<file path="src/rtl/cla_pkg.sv">
// Shared definitions for the pipelined carry-look-ahead adder: group width,
// group generate/propagate reduction and pipeline depth derivation.
package cla_pkg;

    localparam int GROUP_W = 4;

    typedef struct packed {
        logic g;
        logic p;
    } gp_t;

    function automatic gp_t group_gp(input logic [GROUP_W-1:0] gen,
                                     input logic [GROUP_W-1:0] prop);
        gp_t r;
        r.g = gen[3]
            | (prop[3] & gen[2])
            | (prop[3] & prop[2] & gen[1])
            | (prop[3] & prop[2] & prop[1] & gen[0]);
        r.p = &prop;
        return r;
    endfunction

    function automatic int num_stages(input int width, input int gps);
        return width / (GROUP_W * gps);
    endfunction

endpackage

</file>
<file path="src/rtl/cla_group.sv">
// 4-bit combinational look-ahead group: sum bits plus group generate/propagate.
// g and p never depend on ci, so the slice-level look-ahead has no loop.
module cla_group
    import cla_pkg::*;
(
    input  logic [GROUP_W-1:0] a,
    input  logic [GROUP_W-1:0] b,
    input  logic               ci,
    output logic [GROUP_W-1:0] s,
    output logic               g,
    output logic               p
);

    logic [GROUP_W-1:0] gen;
    logic [GROUP_W-1:0] prop;
    logic [GROUP_W-1:0] c;
    gp_t                gp;

    assign gen  = a & b;
    assign prop = a ^ b;

    assign c[0] = ci;
    assign c[1] = gen[0] | (prop[0] & ci);
    assign c[2] = gen[1] | (prop[1] & gen[0]) | (prop[1] & prop[0] & ci);
    assign c[3] = gen[2] | (prop[2] & gen[1]) | (prop[2] & prop[1] & gen[0])
                | (prop[2] & prop[1] & prop[0] & ci);

    assign s  = prop ^ c;
    assign gp = group_gp(gen, prop);
    assign g  = gp.g;
    assign p  = gp.p;

endmodule

</file>
<file path="src/rtl/pipelined_cla_adder.sv">
// Pipelined CLA adder/subtractor: an acceptance register followed by one
// register per SLICE-wide stage, all advancing together under backpressure.
module pipelined_cla_adder
    import cla_pkg::*;
#(
    parameter int WIDTH            = 16,
    parameter int GROUPS_PER_STAGE = 2
) (
    input  logic             clk,
    input  logic             rst,
    input  logic             in_valid,
    output logic             in_ready,
    input  logic [WIDTH-1:0] a,
    input  logic [WIDTH-1:0] b,
    input  logic             cin,
    input  logic             sub,
    output logic             out_valid,
    input  logic             out_ready,
    output logic [WIDTH-1:0] sum,
    output logic             cout,
    output logic             ovf
);

    localparam int GPS     = GROUPS_PER_STAGE;
    localparam int SLICE   = GROUP_W * GPS;
    localparam int NSTAGES = num_stages(WIDTH, GPS);

    if ((WIDTH % SLICE) != 0 || NSTAGES < 1) begin : g_bad_width
        $error("pipelined_cla_adder: WIDTH must be a non-zero multiple of 4*GROUPS_PER_STAGE");
    end

    logic en;
    assign en       = ~out_valid | out_ready;
    assign in_ready = en;

    // acceptance boundary: b is inverted here so the pipe only ever adds
    logic             vld_p0;
    logic [WIDTH-1:0] a_p0;
    logic [WIDTH-1:0] b_p0;
    logic             c_p0;

    always_ff @(posedge clk or posedge rst) begin
        if (rst)     vld_p0 <= 1'b0;
        else if (en) vld_p0 <= in_valid;
    end

    always_ff @(posedge clk) begin
        if (en) begin
            a_p0 <= a;
            b_p0 <= b ^ {WIDTH{sub}};
            c_p0 <= sub | cin;
        end
    end

    for (genvar k = 0; k < NSTAGES; k++) begin : g_stage
        localparam int LO  = k * SLICE;
        localparam int REM = WIDTH - LO;

        logic               vld_d;
        logic [REM-1:0]     a_d;
        logic [REM-1:0]     b_d;
        logic               c_d;
        logic [LO+SLICE-1:0] s_next;
        logic [GPS-1:0]     gg;
        logic [GPS-1:0]     gp;
        logic [GPS:0]       gc;
        logic [SLICE-1:0]   slice_s;

        if (k == 0) begin : g_head
            assign vld_d  = vld_p0;
            assign a_d    = a_p0;
            assign b_d    = b_p0;
            assign c_d    = c_p0;
            assign s_next = slice_s;
        end else begin : g_chain
            assign vld_d  = g_stage[k-1].g_pass.vld_p;
            assign a_d    = g_stage[k-1].g_pass.a_p;
            assign b_d    = g_stage[k-1].g_pass.b_p;
            assign c_d    = g_stage[k-1].g_pass.c_p;
            assign s_next = {slice_s, g_stage[k-1].g_pass.s_p};
        end

        for (genvar j = 0; j < GPS; j++) begin : g_grp
            cla_group u_grp (
                .a  (a_d[j*GROUP_W +: GROUP_W]),
                .b  (b_d[j*GROUP_W +: GROUP_W]),
                .ci (gc[j]),
                .s  (slice_s[j*GROUP_W +: GROUP_W]),
                .g  (gg[j]),
                .p  (gp[j])
            );
        end

        // each group carry is a flat sum of products of G/P terms and c_d
        always_comb begin : p_lookahead
            logic t;
            gc    = '0;
            t     = 1'b0;
            gc[0] = c_d;
            for (int j = 1; j <= GPS; j++) begin
                t = c_d;
                for (int m = 0; m < j; m++) t = t & gp[m];
                gc[j] = t;
                for (int i = 0; i < j; i++) begin
                    t = gg[i];
                    for (int m = i + 1; m < j; m++) t = t & gp[m];
                    gc[j] = gc[j] | t;
                end
            end
        end

        if (k < NSTAGES - 1) begin : g_pass
            logic                vld_p;
            logic [REM-SLICE-1:0] a_p;
            logic [REM-SLICE-1:0] b_p;
            logic [LO+SLICE-1:0] s_p;
            logic                c_p;

            always_ff @(posedge clk or posedge rst) begin
                if (rst)     vld_p <= 1'b0;
                else if (en) vld_p <= vld_d;
            end

            always_ff @(posedge clk) begin
                if (en) begin
                    a_p <= a_d[REM-1:SLICE];
                    b_p <= b_d[REM-1:SLICE];
                    s_p <= s_next;
                    c_p <= gc[GPS];
                end
            end
        end else begin : g_last
            // carry into the MSB recovered from the MSB sum bit
            logic c_msb;
            assign c_msb = slice_s[SLICE-1] ^ a_d[SLICE-1] ^ b_d[SLICE-1];

            always_ff @(posedge clk or posedge rst) begin
                if (rst) begin
                    out_valid <= 1'b0;
                    sum       <= '0;
                    cout      <= 1'b0;
                    ovf       <= 1'b0;
                end else if (en) begin
                    out_valid <= vld_d;
                    sum       <= s_next;
                    cout      <= gc[GPS];
                    ovf       <= c_msb ^ gc[GPS];
                end
            end
        end
    end

endmodule

</file>
<file path="config.mk">
export PLATFORM = sky130hd
export DESIGN_NAME = pipelined_cla_adder
export DESIGN_NICKNAME = d
export VERILOG_FILES = /design/src/rtl/cla_pkg.sv /design/src/rtl/cla_group.sv /design/src/rtl/pipelined_cla_adder.sv
export SDC_FILE = /design/constraint.sdc
export NUM_CORES = 1
export LEC_CHECK = 0
export ABC_AREA = 0
export CAP_MARGIN = 30
export CORE_UTILIZATION = 53
export CTS_CLUSTER_DIAMETER = 120
export DETAILED_ROUTE_END_ITERATION = 6
export MAX_ROUTING_LAYER = met4
export PLACE_DENSITY_LB_ADDON = 0.08
export RECOVER_POWER = 50
export SYNTH_ARGS = -nofsm -noshare
export SYNTH_HDL_FRONTEND = slang
export SYNTH_SLANG_ARGS = --single-unit
export TNS_END_PERCENT = 10
</file>
<file path="constraint.sdc">
create_clock -name clk -period 3.5 [get_ports clk]
set_clock_uncertainty 0.1 [all_clocks]
set_input_delay 0.35 -clock clk [delete_from_list [all_inputs] [get_ports clk]]
set_output_delay 0.35 -clock clk [all_outputs]
set_load 0.02 [all_outputs]
</file>
==> results.py, run 1 <==
metrics = {
    "outcome": {
        "status": "completed",
    },
    "floorplan": {
        "die_y_um": 82.19,
        "die_x_um": 82.19,
        "ios": 58,
        "core_region_area_sq_um": 6061,
        "core.rowCount": 28,
        "dieArea_sq_um": 6755,
        "initial_utilization_pct": 56.23,
    },
    "global_routing": {
        "grt_pass1_wl_mm": 8.466,
        "grt_pass1_vias": 1898,
        "antenna_found_initial": 0,
        "grt_use_total_pct": 18.46,
        "grt.overflow.total": 0,
        "grt_max_degree": 37,
    },
    "clocking": {
        "clock_latency_ps": 340,
        "cts-resized-gates": 0,
        "ctsHtreeMaxLevel": 3,
        "ctsHoldBuffers": 0,
        "cts_tree": "built",
        "cts.clk_slew.worst_paths_ps": 80,
        "cts_buffers": 9,
        "clk_path_buf_depth": 2,
        "cts_setup_buffers": 0,
        "clockRootBuffer": "clkbuf_8",
        "clock_sinks": 79,
    },
    "yosys": {
        "yosysSeqAreaShare_pct": 66.52,
        "synthesis.area_sq_um": 3408,
        "postSynthAreaPerCell_sq_um": 13.85,
        "syn-instance-count": 246,
        "synth_top_area_share_pct": 51.10,
        "post-synth-top-area-cell": "edfxtp_1",
        "syn-num-nets": 304,
        "synth_area_leaders": "edfxtp_1 (51%), dfrtp_1 (15%), ha_1 (5.9%), xor2_1 (5.4%), nand2_1 (4.5%)",
        "synth_cell_types": 40,
        "yosys_warnings": 0,
        "yosys_register_bits": 79,
    },
    "power": {
        "finalPower_mw": 3.358,
        "p_per_area_nw_per_um2": 783.4,
        "vdd_ir_drop_max_v": 0.0003947,
        "p_leak_nw": 1.754,
    },
    "final_layout": {
        "layout.nets": 369,
        "drive_gt1_share_pct": 9.177,
        "utilization_pct": 70.73,
        "diodes": 0,
        "areaGrowthSynthToFinish_pct": 25.77,
        "final_common_cell": "edfxtp_1",
        "num-fill-cells": 440,
        "final_cell_mix": "edfxtp_1 (58), nand2_1 (41), clkdlybuf4s50_1 (39), xor2_1 (21), dfrtp_1 (21)",
    },
    "route": {
        "final_antenna_net_count": 0,
        "firstDrtPassIters": 4,
        "wl_per_cell_um": 13.66,
        "drc_errors": 0,
        "drt_iter0_markers": 81,
        "totalWireLength_mm": 5.342,
        "viasPerCell": 4.997,
        "vias": 1954,
    },
    "min_path": {
        "hold_class": "reg2reg",
    },
    "sta": {
        "finalHoldViolations": 0,
        "rsz0062_at_grt": "false",
        "slew_violations": 0,
        "setup_viol": 0,
        "max_freq_ghz": 0.3724,
        "fin_crit_sh_pct": 76.72,
        "worst_pin_slew_ps": 846.4,
        "slew_headroom_pct": 43.57,
        "fin_setup_tns_ps": 0,
        "period_minus_slack_ps": 2685,
    },
    "critical_path": {
        "crit_slowest_cell": "clkdlybuf4s50_1",
        "cp_common_cell": "clkdlybuf4s50_1",
        "cp.required_ps": 3050,
        "cp-start-kind": "primary input",
        "path_max_fanout": 22,
        "crit_arrival_ps": 2240,
        "crit_chain": "clkdlybuf4s50_1 > nor2b_1 > inv_1 > clkdlybuf4s50_1",
        "crit_path_max_incr_delay_ps": 760,
        "cp-end-kind": "primary output",
        "critical_path_class": "in2out",
    },
    "placement": {
        "portBuffers": 57,
        "dpl.hpwl_mm": 3.707,
        "place.gp.congestion": 0.7505,
    },
    "run": {
        "drv_cap": 0,
    },
}
-- path summary, 6_finish.rpt --
check	start	to	slack [ps]	depth (start not counted)
max	out_ready	in_ready	810	4
min	a_p0[10]$_DFFE_PP_	g_stage[0].g_pass.a_p[2]$_DFFE_PP_	320	0
max reg2reg	out_valid$_DFFE_PP0P_	ovf$_DFFE_PP0P_	1220	7
min reg2reg	a_p0[10]$_DFFE_PP_	g_stage[0].g_pass.a_p[2]$_DFFE_PP_	320	0
max in group asynchronous	rst	sum[4]$_DFFE_PP0P_	2260	2
min in group asynchronous	rst	sum[1]$_DFFE_PP0P_	520	2
-- area by class of cell --
type | instances | area [sq um] | area share, %
clock inverter | 7 | 95.09 | 2.218
multi-input combinational | 146 | 1057 | 24.66
timing repair buffer | 61 | 596.8 | 13.92
tap | 75 | 93.84 | 2.189
inverter | 14 | 52.55 | 1.226
clock buffer | 9 | 123.9 | 2.890
sequential | 79 | 2267 | 52.89
-- per-layer routing --
| layer | wire (um) | global-route usage (%) |
|---|---|---|
| met5 | 0 | - |
| met4 | 108 | 10.70 |
| met3 | 188 | 3.956 |
| met2 | 2811 | 30.83 |
| met1 | 2234 | 20.43 |
-- report_power, final --
part / leakage (nW) / total (mW) / switching (mW) / internal, mW
Clock: 0.110 / 0.732 / 0.329 / 0.403
Combinational: 0.810 / 1.14 / 0.620 / 0.524
Sequential: 0.834 / 1.48 / 0.122 / 1.36
Total: 1.75 / 3.36 / 1.07 / 2.29
-- critical path: cells and delay by family --
family	cells	cell delay, ps
AND/OR/NAND/NOR	1	50
buffers and inverters	3	1830
-- cell families after synthesis --
group	count (synthesis)	share of synthesized area, %
DFF	79	66.52
and+or+nand+nor	67	8.811
AOI/OAI and AO/OA	29	6.204
xor gates and xnor gates	28	7.195
buffers and inverters	21	2.460
adders and majority gates	20	8.223
muxes	2	0.5874
-- registers in the layout, summed over array words and instances (netlist names) --
signal and count:
ovf 1, g_stage.g_pass.c_p 1, g_stage.g_pass.s_p 8, g_stage.g_pass.a_p 8, b_p0 16, g_stage.g_pass.vld_p 1
out_valid 1, g_stage.g_pass.b_p 8, cout 1, a_p0 16, sum 16, g_stage.vld_d 1
c_p0 1
-- through the flow --
stage	cell area [sq um]	setup slack, ps	hold slack, ps	cells
6_report	4287	815.0	322.9	391
2_1_floorplan	3408	264.4	226.5	246
4_1_cts	4283	1104	324.6	390
3_3_place_gp	4064	1139	300.8	374
5_1_grt	4287	702.4	327.9	391
3_5_place_dp	4064	1112	304.5	374
-- cells in the mapped netlist, drive strengths merged --
| cell | n |
|---|---|
| o31ai | 1 |
| a21oi | 9 |
| nor3b | 1 |
| o21bai | 1 |
| a31oi | 2 |
| xor2 | 21 |
| nand2 | 41 |
| dfrtp | 21 |
| clkbuf | 3 |
| fa | 4 |
| o211ai | 2 |
| edfxtp | 58 |
| o21ai | 6 |
| nor2b | 3 |
| nor4b | 1 |
| a211oi | 4 |
| mux2i | 2 |
| nand2b | 2 |
| ha | 16 |
| xnor2 | 7 |
| a21o | 4 |
| nor3 | 3 |
| inv | 14 |
| or2 | 1 |
| and3 | 1 |
| nand4b | 2 |
| nand3 | 1 |
| buf | 4 |
| nor2 | 10 |
| nor4 | 1 |
(Power assumes the default switching activity.)
==> inputs of run 2 (changes only) <==
--- a/config.mk
+++ b/config.mk
@@ -7,7 +7,7 @@
 export LEC_CHECK = 0
 export ABC_AREA = 0
 export CAP_MARGIN = 30
-export CORE_UTILIZATION = 53
+export CORE_UTILIZATION = 47
 export CTS_CLUSTER_DIAMETER = 120
 export DETAILED_ROUTE_END_ITERATION = 6
 export MAX_ROUTING_LAYER = met4
==> constraint.sdc (replaced) <==
create_clock -name clk -period 2.44 [get_ports clk]
set_clock_uncertainty 0.1 [all_clocks]
set_input_delay 0.244 -clock clk [delete_from_list [all_inputs] [get_ports clk]]
set_output_delay 0.244 -clock clk [all_outputs]
set_load 0.02 [all_outputs]
==> run 2 against run 1 <==
Against the previous run: combinational power rose by 42%; highest routed layer unchanged; worst setup slack got worse by 550 ps; largest power group unchanged; final cell count rose by 5.6%; die area rose by 12%; wire length fell by 4.3%; core utilization fell by 8.1 points; clock power rose by 53%; non-clock buffer count rose by 1; global-route usage fell by 2.4 points; hold slack got worse by 1.6 ps.
==> results.py, run 2 (synthesis results as in run 1) <==
metrics = {
    "sta": {
        "fin_setup_tns_ps": 0,
        "finalHoldViolations": 0,
        "fin_crit_sh_pct": 89.18,
        "worst_pin_slew_ps": 1172,
        "period_minus_slack_ps": 2176,
        "max_freq_ghz": 0.4596,
        "slew_violations": 0,
        "fin_ws_ps": 264.0,
        "rsz0062_at_grt": "false",
        "whs_ps": 321.3,
        "slew_headroom_pct": 21.87,
        "setup_viol": 0,
    },
    "route": {
        "final_antenna_net_count": 0,
        "wl_per_cell_um": 12.38,
        "viasPerCell": 4.722,
        "drc_errors": 0,
        "drt_iter0_markers": 63,
        "vias": 1950,
        "totalWireLength_mm": 5.114,
        "firstDrtPassIters": 4,
    },
    "final_layout": {
        "final_cell_mix": "edfxtp_1 (58), nand2_1 (41), clkdlybuf4s50_1 (39), xor2_1 (21), dfrtp_1 (21)",
        "drive_gt1_share_pct": 8.517,
        "final_common_cell": "edfxtp_1",
        "final_area_sq_um": 4325,
        "diodes": 0,
        "areaGrowthSynthToFinish_pct": 26.91,
        "layout.nets": 370,
        "utilization_pct": 62.63,
        "fin_cells": 413,
        "top_regs": "a_p0 (16), b_p0 (16), sum (16)",
        "num-fill-cells": 590,
    },
    "placement": {
        "place_area_sq_um": 4120,
        "dpl.cell_count": 397,
        "dpl.hpwl_mm": 3.558,
        "dp_slack_ps": 282.7,
        "portBuffers": 57,
        "place.gp.congestion": 0.7450,
    },
    "floorplan": {
        "dieArea_sq_um": 7596,
        "initial_utilization_pct": 49.35,
        "ios": 58,
        "die_x_um": 87.16,
        "die_y_um": 87.16,
        "core.rowCount": 30,
        "core_region_area_sq_um": 6907,
    },
    "critical_path": {
        "critical_path_class": "reg2reg",
        "cp-end-kind": "flop",
        "cp-start-kind": "flop",
        "cp.required_ps": 2440,
        "path_max_fanout": 4,
        "crit_arrival_ps": 2170,
        "reg2reg_slack_ps": 260,
    },
    "clocking": {
        "clk_path_buf_depth": 2,
        "cts_tree": "built",
        "cts-resized-gates": 0,
        "cts_setup_buffers": 0,
        "clockRootBuffer": "clkbuf_8",
        "ctsHoldBuffers": 0,
        "clock_latency_ps": 340,
        "ctsHtreeMaxLevel": 3,
        "cts_buffers": 9,
        "cts.clk_slew.worst_paths_ps": 80,
        "clock_sinks": 79,
    },
    "power": {
        "vdd_ir_drop_max_v": 0.0005554,
        "p_leak_nw": 1.759,
        "finalPower_mw": 4.881,
        "p_per_area_nw_per_um2": 1129,
    },
    "outcome": {
        "status": "completed",
    },
    "global_routing": {
        "grt_use_total_pct": 16.11,
        "grt_pass1_wl_mm": 8.659,
        "grt_pass1_vias": 1862,
        "antenna_found_initial": 0,
        "grt.overflow.total": 0,
        "grt_max_degree": 53,
    },
    "run": {
        "drv_cap": 0,
    },
    "min_path": {
        "hold_class": "reg2reg",
    },
}
[run 2: changes by cell type in the layout (fill, tap and decap cells not counted)]
cell        before  now
bufinv_16        2    3
inv_6            1    0
clkbuf_1         1    5
clkinv_4         1    0
inv_1           14   13
buf_4            3    2
clkbuf_2         0    1
inv_2            0    1
clkinv_2         2    1
clkinvlp_4       1    0
[run 2: final timing paths]
kind | start | endpoint | cells past startpoint
hold reg to reg | b_p0[15]$_DFFE_PP_ | g_stage[0].g_pass.b_p[7]$_DFFE_PP_ | 0
max in group asynchronous | rst | sum[2]$_DFFE_PP0P_ | 3
setup reg to reg | a_p0[0]$_DFFE_PP_ | g_stage[0].g_pass.s_p[5]$_DFFE_PP_ | 6
min in group asynchronous | rst | sum[0]$_DFFE_PP0P_ | 3
hold / removal | b_p0[15]$_DFFE_PP_ | g_stage[0].g_pass.b_p[7]$_DFFE_PP_ | 0
setup / recovery | a_p0[0]$_DFFE_PP_ | g_stage[0].g_pass.s_p[5]$_DFFE_PP_ | 6
[run 2: cell type report]
class,instances,area [sq um],share of cell area (%)
multi-input cells,146,1057,24.44
inverters,14,52.55,1.215
repair buffers,62,598.1,13.83
clock inverters,4,95.09,2.198
well taps,96,120.1,2.777
clock buffers,12,135.1,3.124
flip-flops and latches,79,2267,52.42
[run 2: power by group]
group / total (mW) / switching [mW] / internal, mW
Combinational: 1.62 / 0.874 / 0.749
Clock: 1.12 / 0.443 / 0.680
Sequential: 2.14 / 0.179 / 1.96
[run 2: critical path, cell delays in order (launching register included)]
cell and delay (ps):
edfxtp_1 390, ha_1 300, a21o_1 170, a21oi_2 260, o211ai_1 160, fa_1 390, xor2_1 160
[run 2: layer usage]
layer / vias to the layer above / global-route usage [%] / share of wire (%)
met5: - / - / 0
met4: 0 / 7.601 / 2.2
met3: 10 / 4.645 / 3.8
met2: 40 / 24.05 / 47
met1: 916 / 20.37 / 47
li1: 984 / - / -
